### src/rtl/sar_adc_ctrl_if.sv
// Handshake and analog-side signal bundle for the SAR ADC controller.
// Master drives start/continuous/comp_in; slave (the controller) drives the rest.
interface sar_adc_ctrl_if #(
  parameter int unsigned WIDTH = 8
);
  logic             start;
  logic             continuous;
  logic             comp_in;
  logic [WIDTH-1:0] dac_code;
  logic             sample_hold;
  logic             busy;
  logic             done;
  logic [WIDTH-1:0] result;

  modport master (
    output start, continuous, comp_in,
    input  dac_code, sample_hold, busy, done, result
  );

  modport slave (
    input  start, continuous, comp_in,
    output dac_code, sample_hold, busy, done, result
  );
endinterface

### src/rtl/sar_adc_ctrl.sv
// Successive-approximation controller: drives the external DAC trial code,
// samples the synchronised comparator and resolves one bit per settle window.
module sar_adc_ctrl #(
  parameter int unsigned WIDTH         = 8,
  parameter int unsigned SAMPLE_CYCLES = 4,
  parameter int unsigned SETTLE_CYCLES = 3,
  parameter int unsigned SYNC_STAGES   = 2
) (
  input logic           clk,
  input logic           rst,
  sar_adc_ctrl_if.slave bus
);
  localparam int unsigned CNT_MAX = (SAMPLE_CYCLES > SETTLE_CYCLES + 1) ?
                                    SAMPLE_CYCLES : SETTLE_CYCLES + 1;
  localparam int unsigned CNT_W   = $clog2(CNT_MAX) + 1;
  localparam int unsigned BIT_W   = (WIDTH > 1) ? $clog2(WIDTH) : 1;

  typedef enum logic [1:0] {S_IDLE, S_SAMPLE, S_CONVERT, S_DONE} state_e;

  state_e                 state_q, state_d;
  logic [CNT_W-1:0]       cnt_q, cnt_d;
  logic [BIT_W-1:0]       bit_q, bit_d;
  logic [WIDTH-1:0]       dac_code_q, dac_code_d;
  logic [WIDTH-1:0]       result_q, result_d;
  logic                   sample_hold_q, sample_hold_d;
  logic                   busy_q, busy_d;
  logic                   done_q, done_d;
  logic [SYNC_STAGES-1:0] sync_q, sync_d;
  logic                   comp_s;
  logic [WIDTH-1:0]       decided;

  assign sync_d  = {sync_q[SYNC_STAGES-2:0], bus.comp_in};
  assign comp_s  = sync_q[SYNC_STAGES-1];
  // Current trial code with bit k kept or cleared by the comparator.
  assign decided = comp_s ? dac_code_q : (dac_code_q & ~(WIDTH'(1) << bit_q));

  // Next state; registered outputs are decoded from the next state so they line up with it.
  always_comb begin
    state_d    = state_q;
    cnt_d      = cnt_q;
    bit_d      = bit_q;
    dac_code_d = dac_code_q;
    result_d   = result_q;
    case (state_q)
      S_IDLE: begin
        dac_code_d = '0;
        if (bus.start) begin
          state_d = S_SAMPLE;
          cnt_d   = '0;
        end
      end
      S_SAMPLE: begin
        dac_code_d = '0;
        if (cnt_q == CNT_W'(SAMPLE_CYCLES - 1)) begin
          state_d    = S_CONVERT;
          cnt_d      = '0;
          bit_d      = BIT_W'(WIDTH - 1);
          dac_code_d = {1'b1, {(WIDTH-1){1'b0}}};
        end else begin
          cnt_d = cnt_q + CNT_W'(1);
        end
      end
      S_CONVERT: begin
        if (cnt_q == CNT_W'(SETTLE_CYCLES)) begin
          cnt_d = '0;
          if (bit_q == '0) begin
            state_d    = S_DONE;
            dac_code_d = decided;
            result_d   = decided;
          end else begin
            bit_d      = bit_q - BIT_W'(1);
            dac_code_d = decided | (WIDTH'(1) << (bit_q - BIT_W'(1)));
          end
        end else begin
          cnt_d = cnt_q + CNT_W'(1);
        end
      end
      S_DONE: begin
        cnt_d      = '0;
        dac_code_d = '0;
        state_d    = bus.continuous ? S_SAMPLE : S_IDLE;
      end
      default: state_d = S_IDLE;
    endcase
    sample_hold_d = (state_d == S_SAMPLE);
    busy_d        = (state_d != S_IDLE);
    done_d        = (state_d == S_DONE);
  end

  always_ff @(posedge clk) begin
    if (rst) begin
      state_q       <= S_IDLE;
      cnt_q         <= '0;
      bit_q         <= '0;
      dac_code_q    <= '0;
      result_q      <= '0;
      sample_hold_q <= 1'b0;
      busy_q        <= 1'b0;
      done_q        <= 1'b0;
      sync_q        <= '0;
    end else begin
      state_q       <= state_d;
      cnt_q         <= cnt_d;
      bit_q         <= bit_d;
      dac_code_q    <= dac_code_d;
      result_q      <= result_d;
      sample_hold_q <= sample_hold_d;
      busy_q        <= busy_d;
      done_q        <= done_d;
      sync_q        <= sync_d;
    end
  end

  assign bus.dac_code    = dac_code_q;
  assign bus.sample_hold = sample_hold_q;
  assign bus.busy        = busy_q;
  assign bus.done        = done_q;
  assign bus.result      = result_q;
endmodule
### src/flat_wrapper.sv
// flat-port wrapper written by rule: the top's interface ports become plain ports
module sar_adc_ctrl_flat 
#(
  parameter int unsigned WIDTH         = 8,
  parameter int unsigned SAMPLE_CYCLES = 4,
  parameter int unsigned SETTLE_CYCLES = 3,
  parameter int unsigned SYNC_STAGES   = 2
)
  (clk, rst, bus_start, bus_continuous, bus_comp_in, bus_dac_code, bus_sample_hold, bus_busy, bus_done, bus_result);
  sar_adc_ctrl_if #(.WIDTH(WIDTH)) bus_i ();
  input logic clk;
  input logic rst;
  input wire logic [$bits(bus_i.start)-1:0] bus_start;
  input wire logic [$bits(bus_i.continuous)-1:0] bus_continuous;
  input wire logic [$bits(bus_i.comp_in)-1:0] bus_comp_in;
  output wire logic [$bits(bus_i.dac_code)-1:0] bus_dac_code;
  output wire logic [$bits(bus_i.sample_hold)-1:0] bus_sample_hold;
  output wire logic [$bits(bus_i.busy)-1:0] bus_busy;
  output wire logic [$bits(bus_i.done)-1:0] bus_done;
  output wire logic [$bits(bus_i.result)-1:0] bus_result;
  assign bus_i.start = bus_start;
  assign bus_i.continuous = bus_continuous;
  assign bus_i.comp_in = bus_comp_in;
  assign bus_dac_code = bus_i.dac_code;
  assign bus_sample_hold = bus_i.sample_hold;
  assign bus_busy = bus_i.busy;
  assign bus_done = bus_i.done;
  assign bus_result = bus_i.result;
  sar_adc_ctrl #(.WIDTH(WIDTH), .SAMPLE_CYCLES(SAMPLE_CYCLES), .SETTLE_CYCLES(SETTLE_CYCLES), .SYNC_STAGES(SYNC_STAGES)) u_core (.clk(clk), .rst(rst), .bus(bus_i));
endmodule
### config.mk
export PLATFORM = sky130hd
export DESIGN_NAME = sar_adc_ctrl_flat
export DESIGN_NICKNAME = d
export VERILOG_FILES = /design/src/rtl/sar_adc_ctrl_if.sv /design/src/rtl/sar_adc_ctrl.sv /design/src/flat_wrapper.sv
export SDC_FILE = /design/constraint.sdc
export NUM_CORES = 1
export LEC_CHECK = 0
export ABC_AREA = 1
export ABC_CLOCK_PERIOD_IN_PS = 1560
export BUFFER_PORTS_ARGS = -buffer_cell sky130_fd_sc_hd__buf_2
export CORE_ASPECT_RATIO = 0.5
export CORE_MARGIN = 8
export CORE_UTILIZATION = 43
export DETAILED_ROUTE_END_ITERATION = 7
export PLACE_DENSITY_LB_ADDON = 0.25
export RECOVER_POWER = 100
export SLEW_MARGIN = 10
export SYNTH_ARGS = -nofsm -noshare
export SYNTH_HDL_FRONTEND = slang
export SYNTH_SLANG_ARGS = --single-unit
### constraint.sdc
create_clock -name clk -period 1.56 [get_ports clk]
set_input_delay 0.078 -clock clk [delete_from_list [all_inputs] [get_ports clk]]
set_output_delay 0.078 -clock clk [all_outputs]
set_load 0.02 [all_outputs]
Word-level counts from Yosys, hierarchy flattened:

Index checks and enable logic that the tools add are counted.

* bits in writable memories: 0
* latch bits: 0
* memories kept: 0
* bits in read-only memories: 0
* input bits: 5
* flip-flop bits (word level): 29

* add/sub/neg operators: 2
* reduce and logical (&&, ||, !) cells: 8
* multiplexer cells: 18
* multipliers: 0
* equality and inequality tests: 10
* bitwise gates (word level): 3
* divide/modulo/power cells: 0
* shift operators: 2
* magnitude comparators: 0

Operator list (number)
* $mux 8: 4
* $pmux 8 s3: 1
* $shl 1x3->8 const A: 2
* $mux 3: 5
* $pmux 3 s3: 1
* $and 8x8->8: 1
* $mux 2: 4
* $not 8->8: 1
* $or 8x8->8: 1
* $pmux 2 s4: 1
* $eq 2x2->1 const B: 3
* $pmux 3 s2: 1
* $eq 2x1->1 const B: 2
* $ne 2x1->1 const B: 2
* $ne 2x2->1 const B: 2
* $reduce_and 4->1: 1
* $reduce_bool 2->1: 2
* $reduce_or 2->1: 2
* $add 3x1->3 const B: 1
* $eq 3x2->1 const B: 1
* $logic_not 3->1: 1
* $reduce_and 3->1: 1
* $sub 3x1->3 const B: 1
* $logic_not 2->1: 1
* $mux 1: 1

Depth between registers and ports, before layout:

* depth in word-level cells: 8
* gate-level depth with buffers: 9
* depth with buffers taken out: 9

Least setup slack after synthesis:

Ideal clock, no wire load.

* path kind: reg2reg
* from: reg u_core.bit_q[0]
* to: reg u_core.result_q[5] (netlist: u_core.bus.result[5])
* clock period less this slack: 1.431 ns
* cell stages (with the launch flop): 8
* data required time: 1.444 ns
* setup time: 0.116 ns
* data arrival time: 1.314 ns
* buffers on the path: 2
* path slack: 0.129 ns
* cells stage by stage: dfxtp_1 > inv_1 > ha_1 > clkbuf_2 > nand3_4 > nor2_8 > buf_6 > o211a_1

* word-level cells in the longest chain between the ends: 4
* elaborated cells on any way between the ends: 6
* those cells by class: shift (1); mux (1); bitwise (2); reduce/logical (2)

RTL lines
* from (decl): RTL line sar_adc_ctrl.sv:22 `logic [BIT_W-1:0] bit_q, bit_d;`
* from (signal assigned): RTL line sar_adc_ctrl.sv:104 `bit_q <= bit_d;`
* $shl 1x3->8: RTL line sar_adc_ctrl.sv:35 `assign decided = comp_s ? dac_code_q : (dac_code_q & ~(WIDTH'(1) << bit_q));`
* $not 8->8: RTL line sar_adc_ctrl.sv:35
* $and 8x8->8: RTL line sar_adc_ctrl.sv:35
* $mux 8: RTL line sar_adc_ctrl.sv:35
* to (signal assigned): RTL line sar_adc_ctrl.sv:106 `result_q <= result_d;`
* to (decl): RTL line sar_adc_ctrl.sv:24 `logic [WIDTH-1:0] result_q, result_d;`

Several ways; a longest one is shown, not always the timed one.
A chain may end at the register's enable or synchronous reset.

Worst setup path in the final report:

* from: reg u_core.cnt_q[0]
* to: reg u_core.bit_q[0]

* word-level cells in the longest chain between the ends: 3
* elaborated cells on any way between the ends: 4
* those cells by class: eq/ne (3); reduce/logical (1)

RTL lines
* from (decl): RTL line sar_adc_ctrl.sv:21 `logic [CNT_W-1:0] cnt_q, cnt_d;`
* from (signal assigned): RTL line sar_adc_ctrl.sv:103 `cnt_q <= cnt_d;`
* $eq 3x2->1 (*): RTL line sar_adc_ctrl.sv:54, sar_adc_ctrl.sv:64
* $ne 2x1->1 (no line)
* $reduce_and 4->1 (no line) (*)

Mark *: on every way between the ends. The rest lies on a longest branch, timed or not.

==> metrics <==
status completed; Vert. Die Dim around 58 um; fillcell total approximately 350; PnR worst setup slack about 100 ps; Crit Path Class reg -> reg; grt total ovfl 0; Fin Setup TNS 0 ps; pwr/cell area 926 nW/um^2; Total Routing Usage GR 0.125; Final Wtd Congestion about 0.9; initial antenna violation count 0; Die ar. about 5800 um^2; post-route ant nets 0; Final #Nets 260; Buf/Inv on CP 0; flop2flop setup slack approximately 100 ps; Rel. slew slack 0.747; vias in the first global route 1253; synthesized area around 1500 um^2; Placed Area ~1700 um^2; Clock Latency Late Sink 280 ps; largest net degree at the start of global routing 18; Most Frequent Cell on Critical Path nand2_1; worst path arrival time roughly 1700 ps; Die X about 100 um; CP max FO 9; Boundary Pins 24; Max Slew Vio Count 0; drt via density 4.61; Inst Count DP approximately 280; MaxCap Viol Count 0; drt first-iter violations 67; Cell Rows 15; Crit path depth 7; Residual DRC 0; final hold vios 0; CP max stage cell dfxtp_1; share of post-route cells with drive strength above 1 0.128; Placement Setup Slack 47.7 ps; Layout area overhead 19.4%; setup violators final 0; final core utilization 0.531; Antenna Diode Count 0; Top delay family on crit path simple AND/OR/NAND/NOR gates; Finished Layout Cells 294; CP Capture Type flop; first-pass GRT wire length 5570 um; Max Fclk between 600 and 700 MHz; core area ~3400 um^2; TritonCTS Sinks 29; CTS tree yes; number of H-tree levels 2; Post-DP HPWL between 2000 and 3000 um; Worst EP required about 1800 ps; critical path startpoint category flop; Initial Util 0.445; actual slew at the worst max-slew pin about 380 ps; leakage 0.847 nW; Port Buf Inserts 23; Synth warnings 0; clock tree buffer depth 2; hold depth 4; Worst-path clk slew 60 ps; Vias between 1000 and 1500; Routed WL per cell about 12 um; commonest non-fill, non-tap cell in the layout nand2_1; Hold WC Path Type in -> reg; sequential share of the synthesized area 0.384; Clock Skews around 2.8 ps; Clock Tree Root clkbuf_8; Reg2Reg Depth 7; RSZ-0062 raised after global routing no; final worst-path cycle share 0.936; Synth Area per Inst around 7.3 um^2; CTS buffer count 5; Synth Instances roughly 210; Detailed Route WL 3430 um; syn_nets about 230; register area a little under 600 um^2; Design Area, Final approximately 1800 um^2; DRT Pass-1 Iters 4; maximum vdd ir drop 0.328 mV; most frequent cells in the layout nand2_1 (69), dfxtp_1 (29), clkbuf_1 (22), inv_1 (21), a21oi_1 (19); CP peak stage delay between 300 and 400 ps; multi-input combinational cell area between 800 and 900 um^2; post-synth cell types 26; Fin Hold WS 110 ps; total power about 1.7 mW; crit path cell chain ha_1 > nand2_2 > nand2_1 > nand2_1 > nor2_1 > nand2_1 > a21oi_1; flops & latches, synth 29; clock period minus worst slack roughly 1500 ps
cells in the mapped netlist, drive strengths merged:
cell type  instances  area (um^2)
nand4              1         6.26
o21a               1         7.51
a211oi             1         7.51
o21ai             12         63.8
nand2             71          277
a21boi             1         7.51
a21oi             20          104
dfxtp             29          581
nor2              16         76.3
inv               24         92.6
buf                2         18.8
nor3               1         16.3
ha                13          163
clkbuf             3         13.8
nand3             11         67.6
o211a              1         10.0
power breakdown:
part / internal (mW) / switching [mW] / total [mW]
clock: 0.316 / 0.269 / 0.585
sequential: 0.768 / 0.0199 / 0.788
combinational: 0.110 / 0.187 / 0.298
total: 1.19 / 0.477 / 1.67
cell type report:
| class | instances | area share |
|---|---|---|
| well taps | 51 | 0.0354 |
| flip-flops and latches | 29 | 0.322 |
| inverters | 24 | 0.0513 |
| clock buffers | 8 | 0.0444 |
| multi-input cells | 149 | 0.454 |
| repair buffers | 33 | 0.0936 |
registers in the layout (all words and copies together), names as in the netlist:
name	cells
u_core.bit_q	3
u_core.state_q	2
u_core.sync_q	2
u_core.bus.sample_hold	1
u_core.bus.dac_code	8
u_core.cnt_q	3
u_core.bus.result	8
u_core.bus.done	1
u_core.bus.busy	1
worst register-to-register path, cell delays in order (launching register included):
cell and delay [ps]:
dfxtp_1 360, ha_1 220, nand2_2 200, nand2_1 150
nand2_1 60, nor2_1 210, nand2_1 80, a21oi_1 120
cells by family after synthesis:
logic type	count (synthesis)	synth area share
DFF	29	0.384
adders and majority gates	13	0.108
buffers and inverters	29	0.0828
and+or+nand+nor	100	0.293
AOI/OAI and AO/OA	36	0.132
metal layers:
| metal | part of all wire | vias up | track usage |
|---|---|---|---|
| met5 | 0 | - | 0 |
| met4 | 0.021 | 0 | 0.0704 |
| met3 | 0.048 | 7 | 0.0477 |
| met2 | 0.44 | 22 | 0.193 |
| met1 | 0.49 | 601 | 0.145 |
| li1 | - | 726 | - |
worst paths after layout:
check | from | endpoint
hold reg to reg | u_core.sync_q[0]$_SDFF_PP0_ | u_core.sync_q[1]$_SDFF_PP0_
setup / recovery | u_core.cnt_q[0]$_SDFFE_PP0P_ | u_core.bit_q[0]$_SDFFE_PP0P_
hold / removal | bus_start | u_core.cnt_q[0]$_SDFFE_PP0P_
setup reg to reg | u_core.cnt_q[0]$_SDFFE_PP0P_ | u_core.bit_q[0]$_SDFFE_PP0P_
timing repair:
action	in CTS	in global routing
endpoints found under the setup margin	0	13
setup buffers	0	3
resized for setup	0	4
hold buffers	1	0
hold endpoints to repair	1	0
No activity file was read; power rests on OpenSTA's default activity.
